--- src/rtl/rv32_pkg.sv ---
// Shared RV32 definitions for the write-back slice.
//   result_src_e : write-back result select (ALU / LOAD / PC4; 2'b11 reads as ALU)
//   F3_*         : funct3 load size/sign encodings
package rv32_pkg;

  typedef enum logic [1:0] {
    RS_ALU  = 2'b00,
    RS_LOAD = 2'b01,
    RS_PC4  = 2'b10
  } result_src_e;

  localparam logic [2:0] F3_LB  = 3'b000;
  localparam logic [2:0] F3_LH  = 3'b001;
  localparam logic [2:0] F3_LW  = 3'b010;
  localparam logic [2:0] F3_LBU = 3'b100;
  localparam logic [2:0] F3_LHU = 3'b101;

endpackage

--- src/rtl/load_ext.sv ---
// Load extension: selects the byte/halfword lane of an aligned memory word
// and sign- or zero-extends it according to funct3.
//   funct3_i : load size/sign
//   addr_i   : low address bits (byte lane; bit 1 selects halfword)
//   rdata_i  : raw aligned data word
//   value_o  : extended load value (full word for lw and unknown encodings)
module load_ext
  import rv32_pkg::*;
(
  input  logic [2:0]  funct3_i,
  input  logic [1:0]  addr_i,
  input  logic [31:0] rdata_i,
  output logic [31:0] value_o
);

  logic [7:0]  byte_sel;
  logic [15:0] half_sel;

  always_comb begin
    byte_sel = '0;
    unique case (addr_i)
      2'd0: byte_sel = rdata_i[7:0];
      2'd1: byte_sel = rdata_i[15:8];
      2'd2: byte_sel = rdata_i[23:16];
      2'd3: byte_sel = rdata_i[31:24];
      default: byte_sel = '0;
    endcase
    half_sel = addr_i[1] ? rdata_i[31:16] : rdata_i[15:0];
  end

  always_comb begin
    value_o = rdata_i;
    case (funct3_i)
      F3_LB:   value_o = {{24{byte_sel[7]}}, byte_sel};
      F3_LBU:  value_o = {24'd0, byte_sel};
      F3_LH:   value_o = {{16{half_sel[15]}}, half_sel};
      F3_LHU:  value_o = {16'd0, half_sel};
      default: value_o = rdata_i;
    endcase
  end

endmodule

--- src/rtl/wb_stage.sv ---
// RV32 write-back stage: a single-entry buffer between MEM and the register
// file. An accepted instruction is written (we3/a3/wd3) in the following
// cycle; wb_hold freezes the entry, wb_flush drops the current offer.
// Ports:
//   clk, rst_n                 : clock, async active-low reset
//   mem_valid / mem_ready      : MEM offer handshake
//   mem_reg_write, mem_rd,
//   mem_result_src, mem_funct3,
//   mem_alu_result, mem_rdata,
//   mem_pc_plus4               : offered instruction fields
//   wb_hold, wb_flush          : stall held entry / kill offer
//   we3, a3, wd3               : register-file write port
//   instret                    : retired count (only with RV32_WB_INSTRET_EN)
// Build option: define RV32_WB_INSTRET_EN to add the instret counter/port.
module wb_stage
  import rv32_pkg::*;
#(
  parameter int unsigned INSTRET_W = 64
) (
  input  logic                 clk,
  input  logic                 rst_n,
  input  logic                 mem_valid,
  output logic                 mem_ready,
  input  logic                 mem_reg_write,
  input  logic [4:0]           mem_rd,
  input  logic [1:0]           mem_result_src,
  input  logic [2:0]           mem_funct3,
  input  logic [31:0]          mem_alu_result,
  input  logic [31:0]          mem_rdata,
  input  logic [31:0]          mem_pc_plus4,
  input  logic                 wb_hold,
  input  logic                 wb_flush,
  output logic                 we3,
  output logic [4:0]           a3,
  output logic [31:0]          wd3
`ifdef RV32_WB_INSTRET_EN
  ,
  output logic [INSTRET_W-1:0] instret
`endif
);

  logic        wb_valid_q;
  logic        reg_write_q;
  logic [4:0]  rd_q;
  logic [1:0]  result_src_q;
  logic [2:0]  funct3_q;
  logic [31:0] alu_result_q;
  logic [31:0] rdata_q;
  logic [31:0] pc_plus4_q;

  logic        capture;
  logic        retire;
  logic [31:0] load_value;

  assign mem_ready = !wb_valid_q || !wb_hold;
  assign capture   = mem_valid && mem_ready && !wb_flush;
  assign retire    = wb_valid_q && !wb_hold;

  // A capture in the retire cycle overwrites the entry, so valid stays set
  // and throughput is one instruction per cycle.
  always_ff @(posedge clk or negedge rst_n) begin
    if (!rst_n) begin
      wb_valid_q   <= 1'b0;
      reg_write_q  <= 1'b0;
      rd_q         <= '0;
      result_src_q <= '0;
      funct3_q     <= '0;
      alu_result_q <= '0;
      rdata_q      <= '0;
      pc_plus4_q   <= '0;
    end else if (capture) begin
      wb_valid_q   <= 1'b1;
      reg_write_q  <= mem_reg_write;
      rd_q         <= mem_rd;
      result_src_q <= mem_result_src;
      funct3_q     <= mem_funct3;
      alu_result_q <= mem_alu_result;
      rdata_q      <= mem_rdata;
      pc_plus4_q   <= mem_pc_plus4;
    end else if (retire) begin
      wb_valid_q   <= 1'b0;
    end
  end

  load_ext u_load_ext (
    .funct3_i (funct3_q),
    .addr_i   (alu_result_q[1:0]),
    .rdata_i  (rdata_q),
    .value_o  (load_value)
  );

  assign we3 = retire && reg_write_q && (rd_q != 5'd0);
  assign a3  = rd_q;

  always_comb begin
    wd3 = alu_result_q;
    case (result_src_q)
      RS_LOAD: wd3 = load_value;
      RS_PC4:  wd3 = pc_plus4_q;
      default: wd3 = alu_result_q;
    endcase
  end

`ifdef RV32_WB_INSTRET_EN
  logic [INSTRET_W-1:0] instret_q;

  always_ff @(posedge clk or negedge rst_n) begin
    if (!rst_n) begin
      instret_q <= '0;
    end else if (retire) begin
      instret_q <= instret_q + 1'b1;
    end
  end

  assign instret = instret_q;
`endif

endmodule

--- config.mk ---
export PLATFORM = sky130hd
export DESIGN_NAME = wb_stage
export DESIGN_NICKNAME = d
export VERILOG_FILES = /design/src/rtl/rv32_pkg.sv /design/src/rtl/load_ext.sv /design/src/rtl/wb_stage.sv
export SDC_FILE = /design/constraint.sdc
export NUM_CORES = 1
export LEC_CHECK = 0
export ABC_AREA = 1
export CAP_MARGIN = 5
export CORE_ASPECT_RATIO = 1.5
export CORE_MARGIN = 2
export CORE_UTILIZATION = 44
export DETAILED_ROUTE_END_ITERATION = 10
export PLACE_DENSITY_LB_ADDON = 0.25
export SYNTH_ARGS = -nofsm -noshare
export SYNTH_HDL_FRONTEND = slang
export SYNTH_SLANG_ARGS = --single-unit
export TNS_END_PERCENT = 5
--- constraint.sdc ---
create_clock -name clk -period 2.55 [get_ports clk]
set_input_delay 0.255 -clock clk [delete_from_list [all_inputs] [get_ports clk]]
set_output_delay 0.255 -clock clk [all_outputs]
set_load 0.03 [all_outputs]
* Yosys cells after proc, flatten, opt, wreduce, memory -nomap -nowiden *
Index checks and enable logic that the tools add are counted.
W data, S select, Z words.

word-level totals
  flip-flop bits (word level) = 108

operators by class
  eq/ne operators = 8
  muxes and demuxes = 6
  reductions and logical operators = 13

operator list
  kind                  count
  $pmux W32 S4          1
  $pmux W32 S2          1
  $pmux W8 S4           1
  $mux W16              1
  $eq A2 B2 Y1 const B  3
  $eq A3 B3 Y1 const B  2
  $logic_and A1 B1 Y1   5
  $reduce_bool A5 Y1    1
  $eq A2 B1 Y1 const B  2
  $eq A3 B1 Y1 const B  1
  $logic_not A1 Y1      3
  $logic_not A3 Y1      1
  $logic_not A2 Y1      1
  $mux W1               2
  $reduce_bool A2 Y1    1
  $logic_or A1 B1 Y1    1

* Logic depth before layout (Yosys ltp) *
Gate-level depths: netlist (run 1).

  depth in word-level cells = 5
  gate-level depth with buffers = 9

* By module *
Synthesis (run 1) repeated with hierarchy kept, for this count alone.

second synthesis, totals
  cell total of the unflattened synthesis = 869
  area, all modules = 6,217.2 µm²

by module, submodules not included
  module    instances  cells each  area an instance (µm²)  sequential area each (µm²)
  wb_stage  1          699         5,293.8                 2,702.6
  load_ext  1          170         923.4                   0.0

* Least setup slack after synthesis (run 1) *
No wires, ideal clock.

  kind = register to output
  start = reg result_src_q[0]
  end = out wd3[0]
  arrival = 1,636 ps
  path slack = 659 ps
  stages on the path, launching flop included = 7
  path through = dfrtp_1 -> inv_1 -> ha_1 -> clkinv_1 -> clkbuf_1 -> nor2_1 -> a21oi_1

between the ends
  cells in the longest elaborated chain, start to end = 2
  elaborated cells on any way between the ends = 3

RTL lines
  what                                          RTL line        text
  start, declared                               wb_stage.sv:45  logic [1:0] result_src_q;
  start signal, assigned                        wb_stage.sv:75  result_src_q <= mem_result_src;
  $eq A2 B2 Y1 or $eq A2 B1 Y1 (tied branches)  wb_stage.sv:97  case (result_src_q)
  $pmux W32 S2 *                                wb_stage.sv:97
  end, declared                                 wb_stage.sv:35  output logic [31:0] wd3

Every way passes the cells marked *; elsewhere a longest branch is shown, timed or not.

* Final worst setup path (run 1) *
  start = reg result_src_q[1]
  end = out wd3[7]

Same word-level chain as after synthesis.

==> results of run 1 <==
area by class of cell:
cell class,count,area [um^2]
clock buffers,9,225.2
clock inverters,7,66.31
fillers,1066,4656
inverters,28,107.6
multi-input cells,397,2414
flip-flops and latches,108,2703
well taps,153,191.4
repair buffers,166,1654
worst register-to-register path, delay by kind of cell (launching register included):
kind / cells / cell delay, ns
buf+inv: 1 / 0.37
mux: 1 / 0.46
flops: 1 / 0.37
simple gates: 2 / 0.28
logic make-up after synthesis:
family | count (synthesis) | share of synthesized area
fa+ha+maj | 2 | 0.004616
flops | 108 | 0.4986
compound gates | 110 | 0.1094
mux | 85 | 0.1766
buf+inv | 60 | 0.05679
simple gates | 200 | 0.1540
routing by layer:
metal  wire, um  vias to the layer above
met3        705                       42
met5          0                        -
met4        784                        0
li1           -                     2172
met2       8380                      164
met1       6093                     2245
placed cells by master (no fill, tap or decap), drive strengths merged, types with 2 or more instances in the layout:
cell type        n
o21ai            9
clkdlybuf4s15    7
buf             19
dfrtp          108
mux2            85
inv             28
nand4            3
nand3           12
nand3b           2
clkbuf          11
clkinv           5
nand2           88
nor2            94
clkdlybuf4s50  117
ha               2
o211ai           2
dlygate4sd2     20
a21oi           97
per-stage QoR:
step / setup slack [ns] / setup TNS, ns
3_5_place_dp: 0.08227 / 0
4_1_cts: 0.02258 / 0
3_3_place_gp: 0.1081 / 0
2_1_floorplan: 0.6595 / 0
6_report: 0.1159 / 0
5_1_grt: -0.01323 / -0.01323
flip-flops by register name, indices dropped and copies added, names as in the netlist:
signal        flops
alu_result_q     32
pc_plus4_q       32
rdata_q          32
a3                5
funct3_q          3
result_src_q      2
reg_write_q       1
wb_valid_q        1
power by group:
group	internal (mW)	switching [mW]
Combinational	1.00	1.47
Clock	0.758	0.635
Sequential	2.02	0.190
worst min path at each step:
stage | start | end | slack [ns] | depth (start not counted)
4_1_cts | rst_n | wb_valid_q | 0.46 | 2
3_3_place_gp | rst_n | a3[3] | 0.29 | 1
6_report | rst_n | wb_valid_q | 0.45 | 2
5_1_grt | rst_n | pc_plus4_q[3] | 0.50 | 2
2_1_floorplan | rst_n | a3[0] | -0.04 | 0
3_5_place_dp | rst_n | wb_valid_q | 0.30 | 1
repair_timing:
item	CTS	global route
gates resized for setup	30	13
hold buffers	1	0
endpoints found under the hold margin	41	0
setup endpoints to repair	29	16
==> impl_metrics.py, run 1 <==
metrics = {
    "floorplan": {
        "die_h_um": 139.9,
        "boundaryPins": 151,
        "core.rowCount": 49,
        "design.core.area_um2": 12020,
        "floorplan.initialDensity": 0.4511,
        "floorplan.die.width_um": 94.62,
        "design.die.area_um2": 13240,
    },
    "clocking": {
        "h_tree_level_count": 3,
        "cts_sinks": 108,
        "clk_latency_ns": 0.35,
        "postCtsSetupRepairBufs": 0,
        "cts_root_buffer": "clkbuf_16",
        "cts_inserted_buffers": 9,
        "cts_tree": "done",
        "ctsLongestPathBuffers": 2,
        "clk_pin_slew_worst_paths_ns": 0.07,
    },
    "synth": {
        "synth.cell_area_um2": 5420,
        "netlist_instances": 565,
        "syn_area_per_cell_um2": 9.593,
        "ranking_of_synthesized_cells_by_instance_count": "dfrtp_1, nor2_1, a21oi_1, mux2_2, nand2_1",
        "ys_warn_count": 0,
        "synth_ff_type": "dfrtp_1",
        "synth.most_common_cell": "dfrtp_1",
        "yosysTopAreaCell": "dfrtp_1",
        "ys_top_cells_by_area": "dfrtp_1, mux2_2, a21oi_1",
        "postSynthRegisterBits": 108,
        "synth_edf_count": 0,
        "async_reset_ff_frac": 1.000,
        "postSynthNetCount": 679,
        "synthDistinctLibCells": 28,
        "yosys.area.top_type_share": 0.4986,
        "synth_sequential_area_ratio": 0.4986,
    },
    "sta": {
        "worst_slew_pin_slew_ns": 0.5952,
        "post-route-period-util": 0.9545,
        "layout_min_cycle_time_ns": 2.434,
        "slew_violations": 0,
        "final.setup_skew_ns": 0.007556,
        "unrepaired_setup_endpoints_after_global_routing": "yes",
        "timing.fmax_mhz": 410.8,
        "setup_viol_count_final": 0,
        "finalHoldViolCount": 0,
        "timing.max_slew.rel_slack": 0.6032,
        "hold-worst-slack_ns": 0.4472,
    },
    "layout": {
        "layout_area_growth_over_synthesis_pct": 35.80,
        "layout.cell_area.non_filler_um2": 7361,
        "fin_nets": 824,
        "instances_no_fill": 868,
        "num_antenna_cells": 0,
        "ratio_of_cells_with_drive_above_1_in_the_final_layout": 0.2028,
        "final_core_utilization": 0.6126,
    },
    "route": {
        "postRouteWirelength_um": 15970,
        "drt_pass1_iterations": 4,
        "avgRoutedWirePerCell_um": 18.39,
        "route.vias.total": 4623,
        "route.detailed.drc": 0,
        "vias_per_cell": 5.326,
        "antenna_left": 0,
        "drt_iter0_drc": 236,
    },
    "place": {
        "port_buffers": 150,
        "dpl.cell_count": 851,
        "final_gp_congestion": 0.9144,
        "placedInstanceArea_um2": 7088,
        "dp_hpwl_um": 11950,
    },
    "worst_setup_path": {
        "cpLargestDelayFamily": "buffers and inverters",
        "critical-path-top-cell-by-count": "a21oi_1",
        "critical_path.reg2reg.startpoint": "wb_valid_q",
        "r2r_end": "pc_plus4_q[8]",
        "worstRegToRegCells": 4,
        "critPathSlowestCell": "dlygate4sd2_1",
        "setup.worst_path.end": "wd3[7]",
        "critPathLaunchType": "flop",
        "startpoint": "result_src_q[1]",
        "worstPathMaxFanout": 28,
        "worstSetupPathType": "flop to output pin",
        "critical_path.endpoint_type": "output pin",
        "sequence_of_cells_on_the_critical_path": "inv_1, ha_1, inv_4, a21oi_1, nand2_1, a21oi_1, dlygate4sd2_1",
        "required_time_worst_endpoint_ns": 2.30,
        "cp_data_arrival_time_ns": 2.18,
        "max_stage_delay_ns": 0.42,
        "timing.critical_path.depth": 7,
        "path_buf_inv": 3,
        "regToRegSetupSlack_ns": 0.95,
    },
    "grt": {
        "groute.layer.met3.usage": 0.02528,
        "met2_usage": 0.4233,
        "grt.busiest_layer": "met2",
        "grt.total_usage": 0.2503,
        "number_of_global_route_vias_before_repair": 4779,
        "groute.layer.met1.usage": 0.3040,
        "globalRoute.totalOverflow": 0,
        "grt_start_max_net_pins": 76,
        "grt_antenna_before_repair": 0,
        "grt_pass1_wl_um": 25080,
    },
    "outcome": {
        "status": "finished clean",
    },
    "worst_hold_path": {
        "worstHoldPathType": "primary input to asynchronous set/reset pin",
    },
    "pwr": {
        "power_total_mw": 6.071,
        "peakVddDrop_mv": 0.5318,
        "leakage_nw": 3.272,
        "power.density_cell_area_nw_per_um2": 824.7,
    },
    "flow_run": {
        "number_of_violations_of_the_max_capacitance_limit": 0,
    },
}
Note: power is estimated with default switching activity, not from simulation.
==> run 2: changes to the inputs <==
--- a/config.mk
+++ b/config.mk
@@ -5,7 +5,6 @@
 export SDC_FILE = /design/constraint.sdc
 export NUM_CORES = 1
 export LEC_CHECK = 0
-export ABC_AREA = 1
 export CAP_MARGIN = 5
 export CORE_ASPECT_RATIO = 1.5
 export CORE_MARGIN = 2
==> impl_metrics.py, run 2 <==
metrics = {
    "route": {
        "antenna_left": 0,
        "route.vias.total": 3931,
        "avgRoutedWirePerCell_um": 18.76,
        "vias_per_cell": 5.537,
        "route.detailed.drc": 0,
        "drt_pass1_iterations": 4,
        "postRouteWirelength_um": 13320,
        "drt_iter0_drc": 158,
    },
    "sta": {
        "setup_viol_count_final": 0,
        "slew_violations": 0,
        "final.setup_skew_ns": 0.005399,
        "unrepaired_setup_endpoints_after_global_routing": "yes",
        "worst_slew_pin_slew_ns": 0.6364,
        "finalHoldViolCount": 0,
        "layout_min_cycle_time_ns": 2.482,
        "timing.max_slew.rel_slack": 0.5749,
        "post-route-period-util": 0.9734,
        "timing.fmax_mhz": 402.9,
    },
    "worst_setup_path": {
        "r2r_end": "rdata_q[9]",
        "max_stage_delay_ns": 0.57,
        "cpLargestDelayFamily": "multiplexers",
        "critical_path.endpoint_type": "output pin",
        "critPathSlowestCell": "mux4_2",
        "required_time_worst_endpoint_ns": 2.30,
        "cp_data_arrival_time_ns": 2.23,
        "sequence_of_cells_on_the_critical_path": "mux4_2, nor2b_4, o31ai_4, buf_12, o21ai_1, buf_4",
        "worstPathMaxFanout": 8,
        "worstSetupPathType": "flop to output pin",
        "critical_path.reg2reg.startpoint": "wb_valid_q",
        "path_buf_inv": 2,
        "critPathLaunchType": "flop",
        "worstRegToRegCells": 4,
        "regToRegSetupSlack_ns": 1.00,
    },
    "place": {
        "port_buffers": 150,
        "final_gp_congestion": 0.8117,
        "dpl.cell_count": 692,
        "dp_hpwl_um": 9806,
    },
    "layout": {
        "ratio_of_cells_with_drive_above_1_in_the_final_layout": 0.3161,
        "top_regs": "alu_result_q (32), pc_plus4_q (32), rdata_q (32)",
        "instances_no_fill": 710,
        "fin_nets": 669,
        "most-common-layout-cells": "clkdlybuf4s50_1, mux2_2, dfrtp_1",
        "final_core_utilization": 0.6198,
        "layout.cells.most_common": "clkdlybuf4s50_1",
        "num_antenna_cells": 0,
        "fillers": 934,
        "layout_area_growth_over_synthesis_pct": 37.58,
    },
    "grt": {
        "number_of_global_route_vias_before_repair": 4121,
        "grt_antenna_before_repair": 0,
        "grt_start_max_net_pins": 68,
        "globalRoute.totalOverflow": 0,
        "grt_pass1_wl_um": 20760,
        "grt.total_usage": 0.2131,
    },
    "clocking": {
        "clk_latency_ns": 0.34,
        "h_tree_level_count": 3,
        "cts_tree": "done",
        "cts_sinks": 108,
        "ctsLongestPathBuffers": 2,
        "clk_pin_slew_worst_paths_ns": 0.07,
        "cts_inserted_buffers": 9,
        "cts_root_buffer": "clkbuf_16",
    },
    "synth": {
        "yosysTopAreaCell": "dfrtp_1",
        "async_reset_ff_frac": 1.000,
        "synthDistinctLibCells": 37,
        "netlist_instances": 411,
        "synth_edf_count": 0,
        "ranking_of_synthesized_cells_by_instance_count": "dfrtp_1, mux2_2, nand2_1, a32oi_1",
        "ys_top_cells_by_area": "dfrtp_1, mux2_2, a32oi_1",
        "ys_warn_count": 0,
        "yosys.area.top_type_share": 0.5230,
        "postSynthNetCount": 525,
        "syn_area_per_cell_um2": 12.57,
        "synth_sequential_area_ratio": 0.5230,
        "postSynthRegisterBits": 108,
        "synth_ff_type": "dfrtp_1",
        "synth.cell_area_um2": 5167,
    },
    "worst_hold_path": {
        "worstHoldPathType": "primary input to asynchronous set/reset pin",
    },
    "pwr": {
        "power.density_cell_area_nw_per_um2": 830.3,
        "leakage_nw": 2.929,
        "peakVddDrop_mv": 0.4517,
    },
    "floorplan": {
        "floorplan.die.width_um": 92.49,
        "boundaryPins": 151,
        "design.die.area_um2": 12650,
        "core.rowCount": 48,
        "floorplan.initialDensity": 0.4505,
        "die_h_um": 136.7,
        "design.core.area_um2": 11470,
    },
    "outcome": {
        "status": "finished clean",
    },
    "flow_run": {
        "number_of_violations_of_the_max_capacitance_limit": 0,
    },
}
## run 2: cell types whose count changed in the layout (fill, tap and decap cells not counted), moves of 10 or more
cell,change
a21oi_2,-10
mux2_2,+23
a22oi_1,+14
buf_4,+29
inv_1,-18
nand2_1,-59
dlygate4sd2_1,-20
o211ai_1,+14
a32oi_1,+17
a21oi_1,-75
nor2_1,-90
## run 2: timing repair
action	4_1_cts	5_1_grt
endpoints found under the hold margin	39	0
gates resized for setup	0	2
setup endpoints to repair	3	17
cloned	0	0
buffers inserted	1	0
hold buffers	1	0
pin swaps	1	0
## run 2: worst register-to-register path, cell delays in order (launching register included)
cell and delay (ns):
dfrtp_1 0.35, nand2_1 0.08, nand3b_1 0.21, buf_12 0.36
mux2_2 0.44
## run 2: power by group
| part | internal [mW] | switching (mW) | leakage, nW | total, mW |
|---|---|---|---|---|
| combinational | 1.05 | 1.22 | 1.52 | 2.27 |
| sequential | 2.02 | 0.228 | 1.27 | 2.25 |
| clock | 0.762 | 0.622 | 0.142 | 1.38 |
## run 2: cell families (layout without fill, tap and decap cells)
group	count (synthesis)	in the layout	synth area share
mux	116	116	0.2533
simple gates	43	43	0.04092
buf+inv	39	188	0.03487
compound gates	103	103	0.1431
flops	108	108	0.5230
fa+ha+maj	2	2	0.004842
## run 2: layout make-up
cell class,count,area [um^2],area share
clock inverters,6,65.06,0.009152
inverters,6,22.52,0.003168
clock buffers,10,229.0,0.03221
multi-input cells,264,2295,0.3228
repair buffers,166,1608,0.2262
flip-flops and latches,108,2703,0.3801
well taps,150,187.7,0.02640
## run 2: worst max path at each step
stage | startpoint | end | cells past startpoint
finish | alu_result_q[1] | wd3[8] | 6
floorplan | result_src_q[0] | wd3[16] | 8
global placement | alu_result_q[1] | wd3[10] | 5
detailed placement | alu_result_q[1] | wd3[8] | 5
global route | alu_result_q[1] | wd3[8] | 6
CTS | alu_result_q[1] | wd3[24] | 5
## run 2: stage by stage
| stage | setup TNS, ns | area, um^2 | power (mW) | setup WS, ns | hold slack [ns] |
|---|---|---|---|---|---|
| detailed placement | 0 | 6774 | 4.534 | 0.3533 | 0.2741 |
| global route | -0.01204 | 7109 | 6.199 | -0.01169 | 0.5021 |
| CTS | 0 | 7098 | 5.944 | 0.03617 | 0.4475 |
| finish | 0 | 7109 | 5.903 | 0.06780 | 0.4291 |
| global placement | 0 | 6774 | 4.491 | 0.4242 | 0.2702 |
| floorplan | 0 | 5167 | 3.624 | 0.2810 | -0.04059 |
## run 2: routing by layer
metal | vias up | global-route usage | routed length [um]
met1 | 1950 | 0.2509 | 5240
met5 | - | 0 | 0
li1 | 1832 | - | -
met4 | 0 | 0.08872 | 398
met2 | 127 | 0.3804 | 7015
met3 | 22 | 0.03910 | 664
==> run 3: changes to the inputs <==
--- a/config.mk
+++ b/config.mk
@@ -6,9 +6,11 @@
 export NUM_CORES = 1
 export LEC_CHECK = 0
 export CAP_MARGIN = 5
+export CELL_PAD_IN_SITES_DETAIL_PLACEMENT = 1
+export CELL_PAD_IN_SITES_GLOBAL_PLACEMENT = 2
 export CORE_ASPECT_RATIO = 1.5
 export CORE_MARGIN = 2
-export CORE_UTILIZATION = 44
+export CORE_UTILIZATION = 33
 export DETAILED_ROUTE_END_ITERATION = 10
 export PLACE_DENSITY_LB_ADDON = 0.25
 export SYNTH_ARGS = -nofsm -noshare
==> impl_metrics.py, run 3 (same netlist as run 2, synthesis figures left out) <==
metrics = {
    "layout": {
        "top_regs": "alu_result_q (32), pc_plus4_q (32), rdata_q (32)",
        "layout_area_growth_over_synthesis_pct": 39.18,
        "num_antenna_cells": 0,
        "fillers": 1652,
        "most-common-layout-cells": "clkdlybuf4s50_1, mux2_2, dfrtp_1",
        "fin_nets": 671,
        "final_core_utilization": 0.4644,
        "ratio_of_cells_with_drive_above_1_in_the_final_layout": 0.3221,
        "layout.cells.most_common": "clkdlybuf4s50_1",
        "instances_no_fill": 765,
    },
    "pwr": {
        "power.density_cell_area_nw_per_um2": 827.3,
        "p_switching_mw": 2.181,
        "power.share.clock": 0.230,
        "power.sequential.fraction": 0.381,
        "peakVddDrop_mv": 0.4288,
        "p_int_mw": 3.769,
        "power_total_mw": 5.950,
        "pwr-share-comb": 0.389,
        "leakage_nw": 2.932,
        "power.share.switching": 0.3665,
    },
    "worst_setup_path": {
        "setup.worst_path.end": "wd3[22]",
        "critical_path.reg2reg.startpoint": "wb_valid_q",
        "regToRegSetupSlack_ns": 0.98,
        "worstPathMaxFanout": 16,
        "critical_path.endpoint_type": "output pin",
        "critPathLaunchType": "flop",
        "r2r_end": "rdata_q[13]",
        "cp_data_arrival_time_ns": 2.25,
        "max_stage_delay_ns": 0.40,
        "required_time_worst_endpoint_ns": 2.30,
        "startpoint": "result_src_q[0]",
        "critPathSlowestCell": "dfrtp_1",
        "worstSetupPathType": "flop to output pin",
        "sequence_of_cells_on_the_critical_path": "inv_1, ha_2, and2b_1, o211ai_2, a211o_4, o211ai_1, buf_4",
        "worstRegToRegCells": 4,
    },
    "sta": {
        "layout_min_cycle_time_ns": 2.503,
        "post-route-worst-setup-slack_ns": 0.04748,
        "setup_viol_count_final": 0,
        "final.setup_skew_ns": 0.01153,
        "unrepaired_setup_endpoints_after_global_routing": "yes",
        "slew_violations": 0,
        "timing.fmax_mhz": 399.6,
        "finalSetupTns_ns": 0,
        "post-route-period-util": 0.9814,
        "timing.max_slew.rel_slack": 0.6982,
        "worst_slew_pin_slew_ns": 0.4526,
        "finalHoldViolCount": 0,
    },
    "place": {
        "port_buffers": 150,
        "dp_hpwl_um": 11360,
        "final_gp_congestion": 0.7935,
        "dpl.cell_count": 748,
        "pre_cts_ws_ns": 0.08689,
    },
    "grt": {
        "met2_usage": 0.3400,
        "globalRoute.totalOverflow": 0,
        "grt.busiest_layer": "met2",
        "number_of_global_route_vias_before_repair": 4268,
        "grt.total_usage": 0.1844,
        "groute.layer.met3.usage": 0.03188,
        "grt_pass1_wl_um": 23670,
        "grt_antenna_before_repair": 0,
        "grt_start_max_net_pins": 61,
        "groute.layer.met1.usage": 0.2185,
    },
    "route": {
        "avgRoutedWirePerCell_um": 19.66,
        "postRouteWirelength_um": 15040,
        "drt_iter0_drc": 131,
        "drt_pass1_iterations": 4,
        "vias_per_cell": 5.071,
        "route.vias.total": 3879,
        "antenna_left": 0,
        "route.detailed.drc": 0,
    },
    "clocking": {
        "postCtsSetupRepairBufs": 0,
        "cts_inserted_buffers": 9,
        "cts_tree": "done",
        "h_tree_level_count": 3,
        "ctsLongestPathBuffers": 2,
        "clk_pin_slew_worst_paths_ns": 0.08,
        "cts_root_buffer": "clkbuf_16",
        "clk_latency_ns": 0.35,
        "cts_sinks": 108,
    },
    "outcome": {
        "status": "finished clean",
    },
    "floorplan": {
        "floorplan.die.width_um": 106.2,
        "boundaryPins": 151,
        "design.core.area_um2": 15480,
        "floorplan.initialDensity": 0.3337,
        "core.rowCount": 56,
        "die_h_um": 157.3,
        "design.die.area_um2": 16700,
    },
    "worst_hold_path": {
        "worstHoldPathType": "primary input to asynchronous set/reset pin",
    },
    "flow_run": {
        "number_of_violations_of_the_max_capacitance_limit": 0,
    },
}
## run 3: area by class of cell
class	count	area, um^2	share of cell area
sequential	108	2703	0.3758
multi-input combinational	264	2306	0.3206
clock inverter	7	57.56	0.008003
tap	203	254.0	0.03532
inverter	6	22.52	0.003132
timing repair buffer	168	1624	0.2258
clock buffer	9	225.2	0.03132
## run 3: layer usage
layer	vias up	wire, um
li1	1824	-
met1	1950	6160
met2	92	8128
met3	13	542
met4	0	206
met5	-	0
## run 3: power by group through the flow
stage,clock network [mW],logic [mW],registers (mW)
after floorplan,0,1.39,2.23
after global placement,0,2.28,2.28
after detailed placement,0,2.32,2.30
after CTS,1.41,2.33,2.26
after global routing,1.47,2.49,2.31
final,1.37,2.32,2.26
## run 3: how the worst min path moves through the flow
| stage | end | cells past startpoint | slack (ns) | from |
|---|---|---|---|---|
| finish | alu_result_q[29] | 2 | 0.35 | rst_n |
| global route | alu_result_q[29] | 2 | 0.38 | rst_n |
| CTS | alu_result_q[29] | 2 | 0.36 | rst_n |
| detailed placement | alu_result_q[29] | 1 | 0.20 | rst_n |
| global placement | alu_result_q[29] | 1 | 0.20 | rst_n |
| floorplan | a3[0] | 0 | -0.04 | rst_n |
## run 3: timing repair
action                                 4_1_cts  5_1_grt
resized for setup                            3        3
endpoints found under the hold margin       25        0
hold buffers                                 1        0
pin swaps                                    0        2
setup endpoints to repair                   30       24
## run 3: stage by stage
step	area [um^2]	hold WS, ns
after floorplan	5167	-0.04059
after global routing	7192	0.3770
after CTS	7179	0.3645
after detailed placement	6878	0.2002
after global placement	6878	0.2007
final	7192	0.3518
## run 3: critical path: cells and delay by family, from the launching register on
family	cells	cell delay, ns
AND/OR/NAND/NOR	1	0.25
buffers and inverters	2	0.28
AO/OA/AOI/OAI	3	0.64
flip-flops	1	0.40
adder cells (fa/ha/maj)	1	0.31
